**src/rtl/rect_fill_engine.sv**
```systemverilog
// Solid rectangle fill engine: clips a command to the visible area and emits
// one raster-order frame-buffer write per clock on port B.
module rect_fill_engine #(
    parameter int H_RES  = 640,
    parameter int V_RES  = 480,
    parameter int ADDR_W = 19,
    parameter int DATA_W = 4
) (
    input  logic              clk_100m,
    input  logic              reset,
    input  logic              cmd_valid,
    output logic              cmd_ready,
    input  logic [9:0]        cmd_x,
    input  logic [9:0]        cmd_y,
    input  logic [9:0]        cmd_w,
    input  logic [9:0]        cmd_h,
    input  logic [DATA_W-1:0] cmd_color,
    output logic              busy,
    output logic              done,
    output logic              web,
    output logic [ADDR_W-1:0] addrb,
    output logic [DATA_W-1:0] dinb,
    output logic [1:0]        dbg_state
);

    // Handshake: a command transfers on a rising edge where cmd_valid and
    // cmd_ready are both high; cmd_ready is high only in IDLE.
    typedef enum logic [1:0] {
        S_IDLE = 2'd0,
        S_CLIP = 2'd1,
        S_FILL = 2'd2,
        S_DONE = 2'd3
    } state_t;

    localparam logic [10:0]       LP_H    = 11'(H_RES);
    localparam logic [10:0]       LP_V    = 11'(V_RES);
    localparam logic [ADDR_W-1:0] LP_STEP = ADDR_W'(H_RES);

    state_t              r_state;
    state_t              w_next;
    logic [9:0]          r_x, r_y, r_w, r_h;
    logic [DATA_W-1:0]   r_color;
    logic [10:0]         r_x_end, r_y_end;
    logic [9:0]          r_col, r_row;
    logic [ADDR_W-1:0]   r_row_base;

    logic [10:0]         w_x_sum, w_y_sum, w_x_end, w_y_end;
    logic [ADDR_W-1:0]   w_y_base;
    logic                w_empty, w_last_col, w_last_row;

    // 11-bit sums cannot overflow for 10-bit operands.
    assign w_x_sum  = {1'b0, r_x} + {1'b0, r_w};
    assign w_y_sum  = {1'b0, r_y} + {1'b0, r_h};
    assign w_x_end  = (w_x_sum > LP_H) ? LP_H : w_x_sum;
    assign w_y_end  = (w_y_sum > LP_V) ? LP_V : w_y_sum;
    assign w_y_base = (ADDR_W'(r_y) << 9) + (ADDR_W'(r_y) << 7);
    assign w_empty  = (r_w == 10'd0) || (r_h == 10'd0) ||
                      ({1'b0, r_x} >= LP_H) || ({1'b0, r_y} >= LP_V);

    assign w_last_col = ({1'b0, r_col} == (r_x_end - 11'd1));
    assign w_last_row = ({1'b0, r_row} == (r_y_end - 11'd1));

    always_ff @(posedge clk_100m) begin
        if (reset) begin
            r_state    <= S_IDLE;
            r_x        <= '0;
            r_y        <= '0;
            r_w        <= '0;
            r_h        <= '0;
            r_color    <= '0;
            r_x_end    <= '0;
            r_y_end    <= '0;
            r_col      <= '0;
            r_row      <= '0;
            r_row_base <= '0;
        end else begin
            r_state <= w_next;
            case (r_state)
                S_IDLE: begin
                    if (cmd_valid) begin
                        r_x     <= cmd_x;
                        r_y     <= cmd_y;
                        r_w     <= cmd_w;
                        r_h     <= cmd_h;
                        r_color <= cmd_color;
                    end
                end
                S_CLIP: begin
                    r_x_end    <= w_x_end;
                    r_y_end    <= w_y_end;
                    r_row_base <= w_y_base;
                    r_col      <= r_x;
                    r_row      <= r_y;
                end
                S_FILL: begin
                    if (w_last_col) begin
                        r_col      <= r_x;
                        r_row      <= r_row + 10'd1;
                        r_row_base <= r_row_base + LP_STEP;
                    end else begin
                        r_col <= r_col + 10'd1;
                    end
                end
                default: ;
            endcase
        end
    end

    always_comb begin
        w_next    = r_state;
        cmd_ready = 1'b0;
        busy      = 1'b0;
        done      = 1'b0;
        web       = 1'b0;
        addrb     = '0;
        dinb      = '0;
        case (r_state)
            S_IDLE: begin
                cmd_ready = 1'b1;
                if (cmd_valid) w_next = S_CLIP;
            end
            S_CLIP: begin
                busy   = 1'b1;
                w_next = w_empty ? S_DONE : S_FILL;
            end
            S_FILL: begin
                busy  = 1'b1;
                web   = 1'b1;
                addrb = r_row_base + ADDR_W'(r_col);
                dinb  = r_color;
                if (w_last_col && w_last_row) w_next = S_DONE;
            end
            S_DONE: begin
                busy   = 1'b1;
                done   = 1'b1;
                w_next = S_IDLE;
            end
            default: w_next = S_IDLE;
        endcase
    end

    assign dbg_state = r_state;

endmodule
```
**config.mk**
```make
export PLATFORM = sky130hd
export DESIGN_NAME = rect_fill_engine
export DESIGN_NICKNAME = d
export VERILOG_FILES = /design/src/rtl/rect_fill_engine.sv
export SDC_FILE = /design/constraint.sdc
export NUM_CORES = 1
export LEC_CHECK = 0
export CAP_MARGIN = 20
export CORE_ASPECT_RATIO = 0.7
export CORE_UTILIZATION = 52
export DETAILED_ROUTE_END_ITERATION = 10
export MAX_ROUTING_LAYER = met4
export PLACE_DENSITY_LB_ADDON = 0.3
export SETUP_SLACK_MARGIN = 0.02
export SLEW_MARGIN = 20
export SYNTH_ARGS = -nofsm -noshare
export SYNTH_HDL_FRONTEND = slang
export SYNTH_SLANG_ARGS = --single-unit
```
**constraint.sdc**
```tcl
create_clock -name clk_100m -period 3.37 [get_ports clk_100m]
set_clock_uncertainty 0.2 [all_clocks]
set_input_delay 0.674 -clock clk_100m [delete_from_list [all_inputs] [get_ports clk_100m]]
set_output_delay 0.674 -clock clk_100m [all_outputs]
set_load 0.03 [all_outputs]
```
-- Word-level counts from Yosys, hierarchy flattened
Cells that the tools add are included.
- output and inout bits: 29
- input bits: 47
- flip-flop bits (word level): 107
- word-level logic and storage cells: 62
- equal/unequal tests: 8
- $lt $le $gt $ge: 4
- $add $sub $neg: 9
- reduce and logical (&&, ||, !) cells: 12
- multiplexer cells: 18
- operators with widths (operator ; count):
    10-bit one-hot mux with 2 select lines ; 2
    19-bit two-way mux ; 2
    19-bit one-hot mux with 2 select lines ; 1
    10-bit by 10-bit adder with 11-bit output ; 2
    10-bit by 11-bit == test with 1-bit output ; 2
    11-bit two-way mux ; 2
    11-bit by 1-bit subtractor with 11-bit output, second input constant ; 2
    10-bit by 1-bit adder with 10-bit output, second input constant ; 2
    10-bit logical NOT ; 2
    10-bit two-way mux ; 2
    19-bit by 10-bit adder with 19-bit output ; 1
    19-bit by 10-bit adder with 19-bit output, second input constant ; 1
    19-bit by 17-bit adder with 19-bit output ; 1
    11-bit by 10-bit > comparator with 1-bit output, second input constant ; 1
    11-bit by 9-bit > comparator with 1-bit output, second input constant ; 1
    10-bit greater-or-equal comparator, second input constant ; 1
    10-bit by 9-bit greater-or-equal comparator with 1-bit output, second input constant ; 1
    2-bit one-hot mux with 4 select lines ; 1
    2-bit != test, second input constant ; 3
    2-bit AND reduction ; 3
    1-bit two-way mux ; 5
    2-bit == test, second input constant ; 2
    2-bit two-way mux ; 2
    4-bit two-way mux ; 1
    other kinds (6) ; 8

-- Longest topological paths before layout
- depth in word-level cells: 6
- depth in mapped cells: 11
- gate-level depth less buffers: 10

-- Worst setup path after synthesis
OpenSTA, ideal clock, no wires.
- path kind: register -> register
- from: reg r_x_end[0]
- to: reg r_row[7]
- clock period less this slack: 3.197 ns
- cell stages (with the launch flop): 12
- data required time: 3.082 ns
- path buffers: 2
- library setup time: 0.088 ns
- setup slack: 0.173 ns
- arrival time: 2.909 ns
- cell sequence: dfxtp_1 -> inv_1 -> ha_1 -> or3b_1 -> buf_2 -> or4b_4 -> a2111oi_4 -> nor2_2 -> nor4_2 -> buf_4 -> a41oi_2 -> a311oi_2
- longest elaborated chain between the ends: 4
- ends and longest elaborated chain (item ; RTL line ; source):
    start, declared ; 43 ; logic [10:0] r_x_end, r_y_end;
    start signal, assigned ; 89 ; r_x_end <= w_x_end;
    11-bit by 1-bit subtractor with 11-bit output ; 60 ; assign w_last_col = ({1'b0, r_col} == (r_x_end - 11'd1));
    10-bit by 11-bit == test with 1-bit output ; 60 ;
    2-bit != test (no line) ; n/a ;
    2-bit AND reduction (no line) ; n/a ;
    end signal, assigned ; 93 ; r_row <= r_y;
    end signal, assigned ; 98 ; r_row <= r_row + 10'd1;
    end, declared ; 44 ; logic [9:0] r_col, r_row;
No other way between the ends.
A chain may end at the register's enable or synchronous reset.

-- Worst setup path in the final report
- from: reg r_state[0] (netlist: dbg_state[0])
- to: out addrb[13]
- longest elaborated chain between the ends: 2
- ends and longest elaborated chain (item ; RTL line ; source):
    start, declared ; 39 ; state_t r_state;
    start signal, assigned ; 77 ; r_state <= w_next;
    2-bit == test ; 117 ; case (r_state)
    19-bit two-way mux ; 117 ;
    end, declared ; 21 ; output logic [ADDR_W-1:0] addrb,
No other way between the ends.

==> flow_summary.yaml <==
worst_setup_path:
  cp_common_cell: "inv_1"
  startpoint_type: "register"
  path_cells: "inv_1 > ha_1 > inv_1 > a21oi_1 > buf_4"
  cp_max_fo: 20
  worst_setup_path_end_kind: "output port"
  slowest_delay_ps: 500
  path_class: "reg2out"
  arrival_ps: 2310
  slowest_stage: "ha_1"
  required_ps: 2500
drt:
  drtIter0Drc: 489
  antenna_left: 0
  dr.pass1.iters: 5
  viasPerCell: 6.08
  wl_per_cell_um: 16.5
  drt_wl_total_um: 18800
  vias: 6927
  drc: 0
power_and_ir_drop:
  peakVddDrop_mv: 0.526
  finalPower_mw: 5.80
  power_density_mw_per_mm2: 705
  static-leakage-power_nw: 3.12
synth:
  yosys_warnings: 0
  yosysMostFrequentCell: "nand2_1"
  syn-cell-area_mm2: 0.00702
  synth_top_area_cell: "dfxtp_1"
  ys_seq_area_share_pct: 28.5
  synth_edf_count: 0
  synth_common_cells: "nand2_1, dfxtp_1, a21oi_1, nor2_1, clkbuf_1"
  synth_async_sr_flop_share_pct: 0
  synth_top_area_share_pct: 28.5
  ys_types: 76
  synth_cells: 908
  syn-num-nets: 999
  synth_flop_cell: "dfxtp_1"
  synth-seq-cells: 100
  synth.area.top_cells: "dfxtp_1, nand2_1, ha_1"
  syn-mean-instance-area_um2: 7.73
floorplanning:
  io_pins: 76
  die_y_um: 99.2
  core_mm2: 0.0131
  initial_utilization_pct: 53.4
  die-area_mm2: 0.0140
  die_x_um: 141
  rows: 35
sta:
  drv_slew: 0
  max_freq_mhz: 314
  hold_violations: 0
  worst_slack_ps: 186
  worst_pin_slew_ps: 885
  finalCritPeriodShare_pct: 94.5
  period_minus_slack_ps: 3180
  finalSetupViolCount: 0
  tns_ps: 0
  timing.slew.headroom_pct: 41.0
  grt_setup_unrepaired: "true"
cts:
  h-tree-depth: 3
  root_buffer: "clkbuf_16"
  hold_buffers: 0
  clock_sinks: 100
  cts_tree: "built"
  clk-insertion-delay-late_ps: 350
  clkTransAtPathRegs_ps: 70
  clk_path_buf_depth: 2
  cts_buffers: 9
  post_cts_buffers: 0
finish:
  syn_to_final_growth_pct: 17.3
  drive_above_1_share_pct: 8.94
  finalNetCount: 1059
  utilization_pct: 62.6
  antenna_cells: 0
global_routing:
  met2_usage_pct: 40.6
  grt_use_total_pct: 28.8
  grt_max_degree: 64
  antenna_found_initial: 0
  grt_util_met1_pct: 42.3
  grt_pass1_vias: 5980
  grt_busiest_layer: "met1"
  grt_pass1_wl_um: 31100
  use_met3_pct: 6.02
  grt.overflow.total: 0
placement:
  portBuffers: 75
  hpwl_um: 14100
  place_ws_ps: 176
  gp_congestion: 0.888
worst_hold_path:
  min_path_type: "reg2reg"
run_status:
  status: "finished clean"
job:
  drv_cap: 0
kinds of logic after synthesis:
kind of cell	synth area share (%)
simple gates	26.0
compound gates	25.7
flops	28.5
buf+inv	4.85
fa+ha+maj	8.17
xor+xnor	5.49
mux	1.23
other cells	0.0535
sequential cells by signal, summed over array words and instances (netlist names):
name and flops:
r_row_base 12, r_w 10, r_x 10, r_col 10, r_y 10, r_h 10, r_x_end 11, r_color 4
r_row 10, dbg_state 2, r_y_end 11
per-stage QoR:
stage               area [um^2]  std cells  hold slack [ps]
floorplan                  7020        908              232
global placement           7930       1123              238
detailed placement         7930       1123              244
CTS                        8210       1139              254
global route               8230       1139              275
finish                     8230       1139              253
worst paths after layout:
path	start	end	slack, ps	cells past startpoint
setup reg to reg	r_x_end[0]$_SDFFE_PP0P_	r_row_base[7]$_SDFFE_PP0P_	200	12
setup / recovery	dbg_state[0]$_SDFFE_PP0P_	addrb[13]	190	5
hold reg to reg	r_color[1]$_SDFFE_PP0P_	r_color[1]$_SDFFE_PP0P_	250	2
hold / removal	r_color[1]$_SDFFE_PP0P_	r_color[1]$_SDFFE_PP0P_	250	2
cell usage in the layout, fill, tap and decap left out, types with 6 or more instances in the layout:
cell type,synthesis,final
or4_1,9,9
o31ai_1,8,8
nand2b_1,6,6
a211oi_1,17,17
ha_1,41,41
o21a_1,7,7
and2_1,16,16
clkdlybuf4s50_1,0,58
o211ai_1,10,10
buf_4,2,41
nand3_1,17,17
clkbuf_16,0,9
nor2b_1,9,9
nand2_1,137,137
inv_1,33,33
nor3_1,22,22
nor4_1,8,8
a21oi_1,86,83
a32o_1,8,8
xnor2_1,27,27
nor3b_1,12,12
or3_1,11,11
nand4_1,10,10
and3_1,9,9
dfxtp_1,100,100
o311ai_0,13,12
nor2_1,64,64
a21o_1,10,10
a32oi_1,6,6
o21ai_0,40,40
nand3b_1,10,10
xor2_1,17,17
area by class of cell:
type	count	area, um^2
Multi-Input combinational cell	722	4680
Tap cell	166	208
Timing Repair Buffer	102	925
Sequential cell	100	2000
Fill cell	1201	4910
Clock buffer	10	229
Clock inverter	6	55.1
Inverter	33	124
metal layers:
layer / wire, um / vias to the layer above
li1: - / 3447
met1: 9370 / 3209
met2: 7690 / 251
met3: 1560 / 20
met4: 216 / 0
met5: 0 / -
what timing repair did:
item | in CTS | in global routing
hold endpoints to repair | 0 | 0
resized for setup | 0 | 5
endpoints found under the setup margin | 0 | 8
critical path, delay by kind of cell (launching register included):
family          cells  cell delay, ps
fa+ha+maj           1             500
compound gates      1             250
buf+inv             3             800
flops               1             400
power by group:
part	switching, mW	total (mW)	internal [mW]
logic	1.75	2.98	1.23
clock network	0.497	1.01	0.515
registers	0.373	1.81	1.43
(Power assumes the default switching activity.)
